--- src/rtl/uart_pkg.sv ---
// Shared types and constants for the parametrised UART transmitter.
// States, parity encodings and the divider floor live here.
package uart_pkg;

  typedef enum logic [2:0] {
    S_IDLE,
    S_START,
    S_DATA,
    S_PARITY,
    S_STOP1,
    S_STOP2
  } state_e;

  typedef enum logic {
    PAR_EVEN = 1'b0,
    PAR_ODD  = 1'b1
  } par_typ_e;

  localparam int MIN_DIV = 2;

endpackage

--- src/rtl/uart_tx_param_if.sv ---
// Word-in / serial-out bundle of the UART transmitter.
// master = bus write logic, slave = transmitter.
interface uart_tx_param_if #(
  parameter int DATA_WIDTH = 8,
  parameter int DIV_WIDTH  = 16
);

  logic [DATA_WIDTH-1:0] PAR_DATA;
  logic                  DATA_VALID;
  logic                  DATA_READY;
  logic                  PAR_EN;
  logic                  PAR_TYP;
  logic                  STOP2;
  logic [DIV_WIDTH-1:0]  BAUD_DIV;
  logic                  TX_OUT;
  logic                  BUSY;
  logic                  OVERRUN;

  modport master (
    output PAR_DATA, DATA_VALID,
    output PAR_EN, PAR_TYP, STOP2, BAUD_DIV,
    input  DATA_READY, TX_OUT, BUSY, OVERRUN
  );

  modport slave (
    input  PAR_DATA, DATA_VALID,
    input  PAR_EN, PAR_TYP, STOP2, BAUD_DIV,
    output DATA_READY, TX_OUT, BUSY, OVERRUN
  );

endinterface

--- src/rtl/uart_tx_fifo.sv ---
// Synchronous word FIFO feeding the UART transmitter.
// ready_o is registered so a same-cycle pop never frees a slot.
module uart_tx_fifo #(
  parameter int DW    = 8,
  parameter int DEPTH = 4
) (
  input  logic          clk_i,
  input  logic          rst_i,
  input  logic          push_i,
  input  logic [DW-1:0] wdata_i,
  input  logic          pop_i,
  output logic [DW-1:0] rdata_o,
  output logic          empty_o,
  output logic          ready_o
);

  localparam int AW = $clog2(DEPTH);

  logic [DW-1:0] mem_q [DEPTH];
  logic [AW-1:0] wr_q, rd_q;
  logic [AW:0]   cnt_q, cnt_d;
  logic          ready_q;

  always_comb begin
    cnt_d = cnt_q;
    unique case ({push_i, pop_i})
      2'b10:   cnt_d = cnt_q + (AW+1)'(1);
      2'b01:   cnt_d = cnt_q - (AW+1)'(1);
      default: cnt_d = cnt_q;
    endcase
  end

  always_ff @(posedge clk_i) begin
    if (rst_i) begin
      wr_q    <= '0;
      rd_q    <= '0;
      cnt_q   <= '0;
      ready_q <= 1'b0;
    end else begin
      if (push_i) wr_q <= wr_q + AW'(1);
      if (pop_i)  rd_q <= rd_q + AW'(1);
      cnt_q   <= cnt_d;
      ready_q <= (cnt_d != (AW+1)'(DEPTH));
    end
  end

  always_ff @(posedge clk_i) begin
    if (push_i) mem_q[wr_q] <= wdata_i;
  end

  assign rdata_o = mem_q[rd_q];
  assign empty_o = (cnt_q == '0);
  assign ready_o = ready_q;

endmodule

--- src/rtl/uart_tx_param.sv ---
// Parametrised UART transmitter: FIFO, bit FSM, divider and parity.
// Config is captured per frame at pop time; frames run back-to-back.
module uart_tx_param
  import uart_pkg::*;
#(
  parameter int DATA_WIDTH = 8,
  parameter int FIFO_DEPTH = 4,
  parameter int DIV_WIDTH  = 16
) (
  input logic            CLK,
  input logic            RST,
  uart_tx_param_if.slave bus
);

  localparam int BW = $clog2(DATA_WIDTH);

  state_e                state_q, state_d;
  logic [DIV_WIDTH-1:0]  div_q, div_d;
  logic [DIV_WIDTH-1:0]  divl_q, divl_d;
  logic [BW-1:0]         bit_q, bit_d;
  logic [DATA_WIDTH-1:0] shift_q, shift_d;
  logic                  par_q, par_d;
  logic                  pen_q, pen_d;
  logic                  stp2_q, stp2_d;
  logic                  tx_q, tx_d;

  logic                  push, pop, empty, ready;
  logic                  tick, done, load;
  logic [DATA_WIDTH-1:0] rdata;
  logic [DIV_WIDTH-1:0]  eff_div;

  assign push = bus.DATA_VALID & ready;

  uart_tx_fifo #(
    .DW    (DATA_WIDTH),
    .DEPTH (FIFO_DEPTH)
  ) u_fifo (
    .clk_i   (CLK),
    .rst_i   (RST),
    .push_i  (push),
    .wdata_i (bus.PAR_DATA),
    .pop_i   (pop),
    .rdata_o (rdata),
    .empty_o (empty),
    .ready_o (ready)
  );

  assign eff_div = (bus.BAUD_DIV < DIV_WIDTH'(MIN_DIV))
                 ? DIV_WIDTH'(MIN_DIV) : bus.BAUD_DIV;

  always_comb begin
    state_d = state_q;
    div_d   = div_q;
    divl_d  = divl_q;
    bit_d   = bit_q;
    shift_d = shift_q;
    par_d   = par_q;
    pen_d   = pen_q;
    stp2_d  = stp2_q;
    tx_d    = 1'b1;
    tick    = (div_q == '0);
    done    = 1'b0;
    load    = 1'b0;
    pop     = 1'b0;

    unique case (state_q)
      S_IDLE: load = ~empty;
      S_START: begin
        tx_d = 1'b0;
        if (tick) begin
          state_d = S_DATA;
          bit_d   = '0;
        end
      end
      S_DATA: begin
        tx_d = shift_q[0];
        if (tick) begin
          shift_d = shift_q >> 1;
          if (bit_q == BW'(DATA_WIDTH-1))
            state_d = pen_q ? S_PARITY : S_STOP1;
          else
            bit_d = bit_q + BW'(1);
        end
      end
      S_PARITY: begin
        tx_d = par_q;
        if (tick) state_d = S_STOP1;
      end
      S_STOP1: begin
        if (tick) begin
          if (stp2_q) state_d = S_STOP2;
          else        done    = 1'b1;
        end
      end
      S_STOP2: done = tick;
      default: state_d = S_IDLE;
    endcase

    if (state_q != S_IDLE)
      div_d = tick ? divl_q - DIV_WIDTH'(1)
                   : div_q - DIV_WIDTH'(1);

    if (done) begin
      state_d = S_IDLE;
      load    = ~empty;
    end

    // Pop, latch config and parity together so mid-frame edits wait.
    if (load) begin
      pop     = 1'b1;
      state_d = S_START;
      shift_d = rdata;
      par_d   = (^rdata) ^ (bus.PAR_TYP == PAR_ODD);
      pen_d   = bus.PAR_EN;
      stp2_d  = bus.STOP2;
      divl_d  = eff_div;
      div_d   = eff_div - DIV_WIDTH'(1);
    end
  end

  always_ff @(posedge CLK) begin
    if (RST) begin
      state_q <= S_IDLE;
      div_q   <= '0;
      divl_q  <= DIV_WIDTH'(MIN_DIV);
      bit_q   <= '0;
      shift_q <= '0;
      par_q   <= 1'b0;
      pen_q   <= 1'b0;
      stp2_q  <= 1'b0;
      tx_q    <= 1'b1;
    end else begin
      state_q <= state_d;
      div_q   <= div_d;
      divl_q  <= divl_d;
      bit_q   <= bit_d;
      shift_q <= shift_d;
      par_q   <= par_d;
      pen_q   <= pen_d;
      stp2_q  <= stp2_d;
      tx_q    <= tx_d;
    end
  end

  assign bus.TX_OUT     = tx_q;
  assign bus.DATA_READY = ready;
  assign bus.BUSY       = (state_q != S_IDLE) | ~empty;
  assign bus.OVERRUN    = bus.DATA_VALID & ~ready & ~RST;

endmodule

--- src/flat_wrapper.sv ---
// flat-port wrapper written by rule: the top's interface ports become plain ports
module uart_tx_param_flat import uart_pkg::*;
#(
  parameter int DATA_WIDTH = 8,
  parameter int FIFO_DEPTH = 4,
  parameter int DIV_WIDTH  = 16
)
  (CLK, RST, bus_PAR_DATA, bus_DATA_VALID, bus_PAR_EN, bus_PAR_TYP, bus_STOP2, bus_BAUD_DIV, bus_DATA_READY, bus_TX_OUT, bus_BUSY, bus_OVERRUN);
  uart_tx_param_if #(.DATA_WIDTH(DATA_WIDTH), .DIV_WIDTH(DIV_WIDTH)) bus_i ();
  input logic CLK;
  input logic RST;
  input wire logic [$bits(bus_i.PAR_DATA)-1:0] bus_PAR_DATA;
  input wire logic [$bits(bus_i.DATA_VALID)-1:0] bus_DATA_VALID;
  input wire logic [$bits(bus_i.PAR_EN)-1:0] bus_PAR_EN;
  input wire logic [$bits(bus_i.PAR_TYP)-1:0] bus_PAR_TYP;
  input wire logic [$bits(bus_i.STOP2)-1:0] bus_STOP2;
  input wire logic [$bits(bus_i.BAUD_DIV)-1:0] bus_BAUD_DIV;
  output wire logic [$bits(bus_i.DATA_READY)-1:0] bus_DATA_READY;
  output wire logic [$bits(bus_i.TX_OUT)-1:0] bus_TX_OUT;
  output wire logic [$bits(bus_i.BUSY)-1:0] bus_BUSY;
  output wire logic [$bits(bus_i.OVERRUN)-1:0] bus_OVERRUN;
  assign bus_i.PAR_DATA = bus_PAR_DATA;
  assign bus_i.DATA_VALID = bus_DATA_VALID;
  assign bus_i.PAR_EN = bus_PAR_EN;
  assign bus_i.PAR_TYP = bus_PAR_TYP;
  assign bus_i.STOP2 = bus_STOP2;
  assign bus_i.BAUD_DIV = bus_BAUD_DIV;
  assign bus_DATA_READY = bus_i.DATA_READY;
  assign bus_TX_OUT = bus_i.TX_OUT;
  assign bus_BUSY = bus_i.BUSY;
  assign bus_OVERRUN = bus_i.OVERRUN;
  uart_tx_param #(.DATA_WIDTH(DATA_WIDTH), .FIFO_DEPTH(FIFO_DEPTH), .DIV_WIDTH(DIV_WIDTH)) u_core (.CLK(CLK), .RST(RST), .bus(bus_i));
endmodule
--- config.mk ---
export PLATFORM = sky130hd
export DESIGN_NAME = uart_tx_param_flat
export DESIGN_NICKNAME = d
export VERILOG_FILES = /design/src/rtl/uart_pkg.sv /design/src/rtl/uart_tx_param_if.sv /design/src/rtl/uart_tx_fifo.sv /design/src/rtl/uart_tx_param.sv /design/src/flat_wrapper.sv
export SDC_FILE = /design/constraint.sdc
export NUM_CORES = 1
export LEC_CHECK = 0
export ABC_AREA = 1
export CORE_ASPECT_RATIO = 1.25
export CORE_UTILIZATION = 53
export DETAILED_ROUTE_END_ITERATION = 12
export PLACE_DENSITY = 0.76
export SKIP_LAST_GASP = 1
export SLEW_MARGIN = 10
export SYNTH_ARGS = -nofsm -noshare
export SYNTH_HDL_FRONTEND = slang
export SYNTH_SLANG_ARGS = --single-unit
--- constraint.sdc ---
create_clock -name CLK -period 2.35 [get_ports CLK]
set_input_delay 0.47 -clock CLK [delete_from_list [all_inputs] [get_ports CLK]]
set_output_delay 0.47 -clock CLK [all_outputs]
set_load 0.02 [all_outputs]
## Yosys cells after proc, flatten, opt, wreduce, memory -nomap -nowiden

Memories as Yosys holds them, arrays and structs flattened. A register that Yosys moved wholly into a read port is not among the register bits.
Index checks and enable logic that the tools add are counted.

- Bits in writable memories: 32
- Bits of input ports: 30
- Memories kept: 1
- Output and inout bits: 4
- Flip-flop bits (word level): 58
- Word-level logic and storage cells: 104

- Mux-type cells: 33
- $add $sub $neg: 8
- Reduce and logical (&&, ||, !) cells: 15
- Equality and inequality tests: 23
- $lt $le $gt $ge: 1
- Bitwise logic cells: 9

Memories:

| memory | depth | width | read ports | clocked after Yosys merged registers in | write ports | RTL line | source |
|---|---|---|---|---|---|---|---|
| u_core.u_fifo.mem_q | 4 | 8 | 1 | 1 | 1 | uart_tx_fifo.sv:19 | `logic [DW-1:0] mem_q [DEPTH];` |

Operator list:

| cell | count |
|---|---|
| 2-to-1 mux 16 bit | 4 |
| subtractor 16 x 1 -> 16 bit (second input constant) | 3 |
| 2-to-1 mux 3 bit | 10 |
| 2-to-1 mux 8 bit | 3 |
| inequality test 4 x 1 -> 1 bit (second input constant) | 6 |
| logical NOT 16 bit | 1 |
| < comparator 16 x 2 -> 1 bit (second input constant) | 1 |
| one-hot mux 3 bit (5 select lines) | 1 |
| AND reduction 7 bit | 2 |
| inequality test 2 x 1 -> 1 bit (second input constant) | 6 |
| one-hot mux 3 bit (2 select lines) | 2 |
| equality test 3 bit (second input constant) | 3 |
| 2-to-1 mux 1 bit | 9 |
| nonzero test 2 bit | 4 |
| XOR reduction 8 bit | 1 |
| adder 3 x 1 -> 3 bit (second input constant) | 2 |
| equality test 3 x 2 -> 1 bit (second input constant) | 2 |
| logical NOT 3 bit | 2 |
| adder 2 x 1 -> 2 bit (second input constant) | 2 |
| 2-to-1 mux 2 bit | 2 |
| inverter 1 bit | 4 |
| AND reduction 4 bit | 1 |
| bitwise AND 1 bit | 3 |
| equality test 3 x 1 -> 1 bit (second input constant) | 1 |
| other kinds (14) | 14 |

## Longest topological paths before layout

Gate-level depths: netlist (run 1).

- Word-level depth: 8
- Mapped depth: 20
- Depth with buffers taken out: 20

## Cells and area by module

Synthesis (run 1) repeated with hierarchy kept, for this count alone.

- Cells, all modules: 604
- Area, all modules: 4,670.7 µm²

By module, submodules not included:

| module | sequential area each (µm²) | cells an instance | area each (µm²) | instances |
|---|---|---|---|---|
| uart_tx_param | 1,001.0 | 464 | 2,989.1 | 1 |
| uart_tx_fifo | 1,161.1 | 140 | 1,681.6 | 1 |

## Least setup slack after synthesis (run 1)

No wires, ideal clock.

- Path kind: register -> register
- From: reg u_core.div_q[14]
- To: reg u_core.u_fifo.ready_q, in the netlist u_core.u_fifo.ready_o
- Path buffers: 2
- Data arrival time: 2.301 ns
- Stages on the path, launching flop included: 17
- Setup time: 0.133 ns
- Required time: 2.217 ns
- Setup slack: -0.083 ns
- Period minus slack after synthesis: 2.433 ns
- Cells stage by stage: dfxtp_1 -> nor2_1 -> nand2_1 -> nor2_4 -> nand3_4 -> nand2_8 -> nand2_8 -> buf_6 -> inv_2 -> buf_2 -> ha_1 -> inv_1 -> fa_1 -> a21oi_1 -> o21ai_0 -> xor2_1 -> a31oi_1

- Word-level cells in the longest chain between the ends: 8
- Elaborated cells between the ends (all ways): 9
- Classes of those cells: eq/ne: 3; mux: 5; reduce/logical: 1

RTL lines:

| item | RTL line | source |
|---|---|---|
| start, declared | uart_tx_param.sv:18 | `logic [DIV_WIDTH-1:0] div_q, div_d;` |
| start signal, assigned | uart_tx_param.sv:134 | `div_q <= div_d;` |
| logical NOT 16 bit (*) | uart_tx_param.sv:61 | `tick = (div_q == '0);` |
| 2-to-1 mux 1 bit | uart_tx_param.sv:90 | `if (tick) begin` |
| one-hot mux 1 bit (2 select lines) (*) | uart_tx_param.sv:66 | `unique case (state_q)` |
| 2-to-1 mux 1 bit (*) | uart_tx_param.sv:103 | `if (done) begin` |
| 2-to-1 mux 1 bit (*) | uart_tx_param.sv:109 | `if (load) begin` |
| equality test 2 x 1 -> 1 bit / equality test 2 bit (equally long branches) | uart_tx_fifo.sv:26 | `unique case ({push_i, pop_i})` |
| one-hot mux 3 bit (2 select lines) (*) | uart_tx_fifo.sv:26 |  |
| inequality test 3 bit (*) | uart_tx_fifo.sv:43 | `ready_q <= (cnt_d != (AW+1)'(DEPTH));` |
| end signal, assigned | uart_tx_fifo.sv:43 |  |
| end, declared | uart_tx_fifo.sv:22 | `logic ready_q;` |

Mark *: on every way between the ends. The rest lies on a longest branch, timed or not.
A chain may end at the register's enable or synchronous reset.

## Worst setup path after layout (run 1)

- From: reg u_core.div_q[9]
- To: reg u_core.u_fifo.ready_q, in the netlist u_core.u_fifo.ready_o

The elaborated chain is that of the path after synthesis.

==> summary.md, run 1 <==
| Metric | Value |
|---|---|
| DP HPWL | `7640 microns` |
| Worst setup path class | `flip-flop to flip-flop` |
| Clk network pwr share | `18.7%` |
| Status | `completed` |
| Hold path startpoint | `u_core.divl_q[3]` |
| Highest-count cells in the layout ignoring fill and taps | `nand2_1 (158), nor2_1 (60), inv_1 (59)` |
| IO Pins | `34` |
| Reg clk slew, reported paths | `0.10 ns` |
| Pin count of the biggest net entering global routing | `40` |
| Worst Path Arrival | `2.52 ns` |
| Crit share post-route | `97.7%` |
| Final setup fails | `0` |
| Net Sw Frac | `42.8%` |
| Yosys warns | `0` |
| TNS Setup | `0 ns` |
| Initial Utilization | `54.3%` |
| Mapped Avg Cell Area | `7.67 sq um` |
| Vias in the first global route | `4166` |
| Sequential Power Share | `29.7%` |
| Clock buffer depth | `2` |
| Footprint of the multi-input gates | `2250 sq um` |
| Total vias in the final route | `4222` |
| Root Driver | `clkbuf_8` |
| Hold Vio Cnt, Final | `0` |
| GRT overflow | `0` |
| Vias per inst | `5.24` |
| Standard-cell rows | `38` |
| Power density cells | `1320 nW/um^2` |
| Max cap viols | `0` |
| Yosys top cell by area | `dfxtp_1` |
| Critical Path End Type | `flip-flop` |
| Leakage power | `2.46 nW` |
| Post-layout min period | `2.30 ns` |
| Core Box Area | `8650 sq um` |
| Diode count | `0` |
| Worst hold path type | `flip-flop to flip-flop` |
| CP max FO | `5` |
| CP Launch Type | `flip-flop` |
| Most used cell, CP | `nand2_8` |
| Top cells by area in the synthesized netlist | `dfxtp_1 (26%), edfxtp_1 (20%), nand2_1 (13%)` |
| Net switching power | `3.25 mW` |
| Initial antenna violation count | `0` |
| Die ar. | `9240 sq um` |
| Register Area | `2170 sq um` |
| Area share of the largest cell type after synthesis | `25.6%` |
| Cell Int Power | `4.34 mW` |
| Peak Freq | `0.435 GHz` |
| Commonest non-fill, non-tap cell in the layout | `nand2_1` |
| DRT antenna net count | `0` |
| Synth Cell Area | `4700 sq um` |
| Register area share after synthesis | `46.0%` |
| DRC Markers | `0` |
| Worst Path Buf+Inv | `2` |
| First DRT Iteration DRCs | `230` |
| Die Wd | `86.2 microns` |
| Cell count after synthesis | `612` |
| CP required | `2.58 ns` |
| Worst slew margin | `68.6%` |
| CTS sink cnt | `92` |
| Post-synth EDFFs | `32` |
| Crit path max-delay family | `simple AND/OR/NAND/NOR gates` |
| Synth unique cells | `40` |
| Slew @ Worst Pin | `0.465 ns` |
| Crit path cell chain | `nor2_2 > nand2_2 > nor2_4 > nand3_4 > nand2_8 > nand2_8 > inv_6 > ha_4 > inv_4 > fa_2 > a21oi_2 > o21ai_1 > xor2_1 > a31oi_1` |
| Max incr delay on CP | `0.36 ns` |
| Asr flop ratio synth | `0%` |
| Die Y | `107 microns` |
| Skew-Pair Late Insertion Delay | `0.36 ns` |
| 1st-pass router iterations | `4` |
| Syn_nets | `651` |
| Yosys reg bits | `92` |
| Slew Limit Fails | `0` |
| Final estimated routing congestion in global placement | `0.878` |
| Layout Nets | `719` |
| Final WL | `10900 microns` |
| Skew final | `0.0131 ns` |
| CTS Buf Count | `9` |
| Input/output buffers | `33` |
| CP max-delay cell | `fa_2` |
| Non-Filler Instances | `805` |
| Critical path origin | `u_core.div_q[9]` |
| Combinational fraction of design power | `51.6%` |
| FILL cells | `747` |
| First-pass GRT wire length | `17700 microns` |
| # H-tree levels | `3` |
| Proportion of layout cells with a drive suffix above 1 | `18.2%` |
| Worst vdd ir | `586 uV` |
| Ys flop type | `dfxtp_1` |
| P&R area growth vs syn | `22.5%` |
| Reg2Reg Launch Point | `u_core.div_q[9]` |
| CTS tree | `yes` |
| WL per Instance | `13.5 microns` |
| RSZ-0062 raised after global routing | `true` |
| DP Cell Count | `780` |
| Gr usage total | `24.3%` |
[power groups by stage]
stage | logic (mW) | clock network [mW] | registers [mW]
floorplan | 2.73 | 0 | 2.23
global placement | 3.53 | 0 | 2.27
detailed placement | 3.64 | 0 | 2.27
CTS | 3.67 | 1.43 | 2.25
global route | 4.38 | 1.48 | 2.30
finish | 3.92 | 1.42 | 2.26
[routing by layer]
| metal | track usage, % | vias to the layer above | wire [microns] |
|---|---|---|---|
| met4 | 12.6 | 0 | 456 |
| met2 | 46.7 | 114 | 5870 |
| met5 | 0 | - | 0 |
| li1 | - | 2118 | - |
| met3 | 3.76 | 37 | 430 |
| met1 | 25.0 | 1953 | 4120 |
[sequential cells by signal, summed over array words and instances, names as in the netlist, 2 cells and up, named ones only]
signal               count
u_core.u_fifo.cnt_q      3
u_core.divl_q           16
u_core.bit_q             3
u_core.shift_q           8
u_core.u_fifo.wr_q       2
u_core.u_fifo.mem_q     32
u_core.div_q            16
u_core.state_q           3
u_core.u_fifo.rd_q       2
[metrics by stage]
| stage | hold WS (ns) | utilization [%] | power (mW) | setup WS, ns | cell area (sq um) |
|---|---|---|---|---|---|
| floorplan | 0.429 | - | 4.97 | 0.0139 | 4710 |
| global placement | 0.442 | 61.6 | 5.80 | -0.209 | 5330 |
| detailed placement | 0.448 | 61.6 | 5.91 | -0.263 | 5330 |
| CTS | 0.466 | 64.9 | 7.35 | 0.0112 | 5620 |
| global route | 0.484 | 66.5 | 8.16 | -0.0970 | 5750 |
| finish | 0.465 | 66.5 | 7.60 | 0.0532 | 5750 |
[logic make-up (layout without fill, tap and decap cells)]
logic type / Yosys count / in the layout / share of synthesized area [%]
adders and majority gates: 9 / 9 / 2.56
buffers and inverters: 87 / 159 / 7.67
and+or+nand+nor: 332 / 333 / 32.2
xor gates and xnor gates: 6 / 6 / 1.12
AOI/OAI and AO/OA: 86 / 86 / 10.4
DFF: 92 / 92 / 46.0
[final timing paths]
kind                                         endpoint  slack, ns  depth (start not counted)
worst max-delay path            u_core.u_fifo.ready_o       0.05                         14
worst max register to register  u_core.u_fifo.ready_o       0.05                         14
worst min-delay path                 u_core.divl_q[3]       0.46                          2
worst min register to register       u_core.divl_q[3]       0.46                          2
[worst reg2reg max path, stage by stage (launching register included)]
cell	delay (ns)
dfxtp_2	0.34
nor2_2	0.13
nand2_2	0.09
nor2_4	0.17
nand3_4	0.12
nand2_8	0.11
nand2_8	0.08
inv_6	0.07
ha_4	0.13
inv_4	0.04
fa_2	0.36
a21oi_2	0.11
o21ai_1	0.08
xor2_1	0.20
a31oi_1	0.12
[cell usage after synthesis (all sizes together) (2+ instances only)]
cell / n
nand3b: 2
nor2: 82
a211oi: 4
nand2: 181
a221oi: 4
dfxtp: 60
ha: 8
or2: 3
edfxtp: 32
nand3: 56
inv: 66
o21ai: 22
nor3: 4
a21oi: 45
nand4: 2
clkbuf: 8
a31oi: 6
buf: 12
xor2: 5
[area by class of cell]
cell class | instances | share of cell area, %
multi-input combinational | 434 | 39.0
sequential | 92 | 37.7
timing repair buffer | 76 | 11.4
inverter | 67 | 4.55
tap | 120 | 2.61
clock inverter | 7 | 2.55
clock buffer | 9 | 2.15
[repair_timing]
item | CTS | global route
hold buffers | 0 | 0
gates resized for setup | 3 | 27
endpoints found under the setup margin | 2 | 16
buffers inserted | 1 | 8
pin swaps | 5 | 17
cloned | 0 | 1
No activity file was read; power rests on OpenSTA's default activity.
==> run 2: changes to the inputs <==
--- a/config.mk
+++ b/config.mk
@@ -9,6 +9,7 @@
 export CORE_ASPECT_RATIO = 1.25
 export CORE_UTILIZATION = 53
 export DETAILED_ROUTE_END_ITERATION = 12
+export HOLD_SLACK_MARGIN = 0.06
 export PLACE_DENSITY = 0.76
 export SKIP_LAST_GASP = 1
 export SLEW_MARGIN = 10
==> results of run 2 <==
Final layout, timing and power as in run 1 (identical DEF).
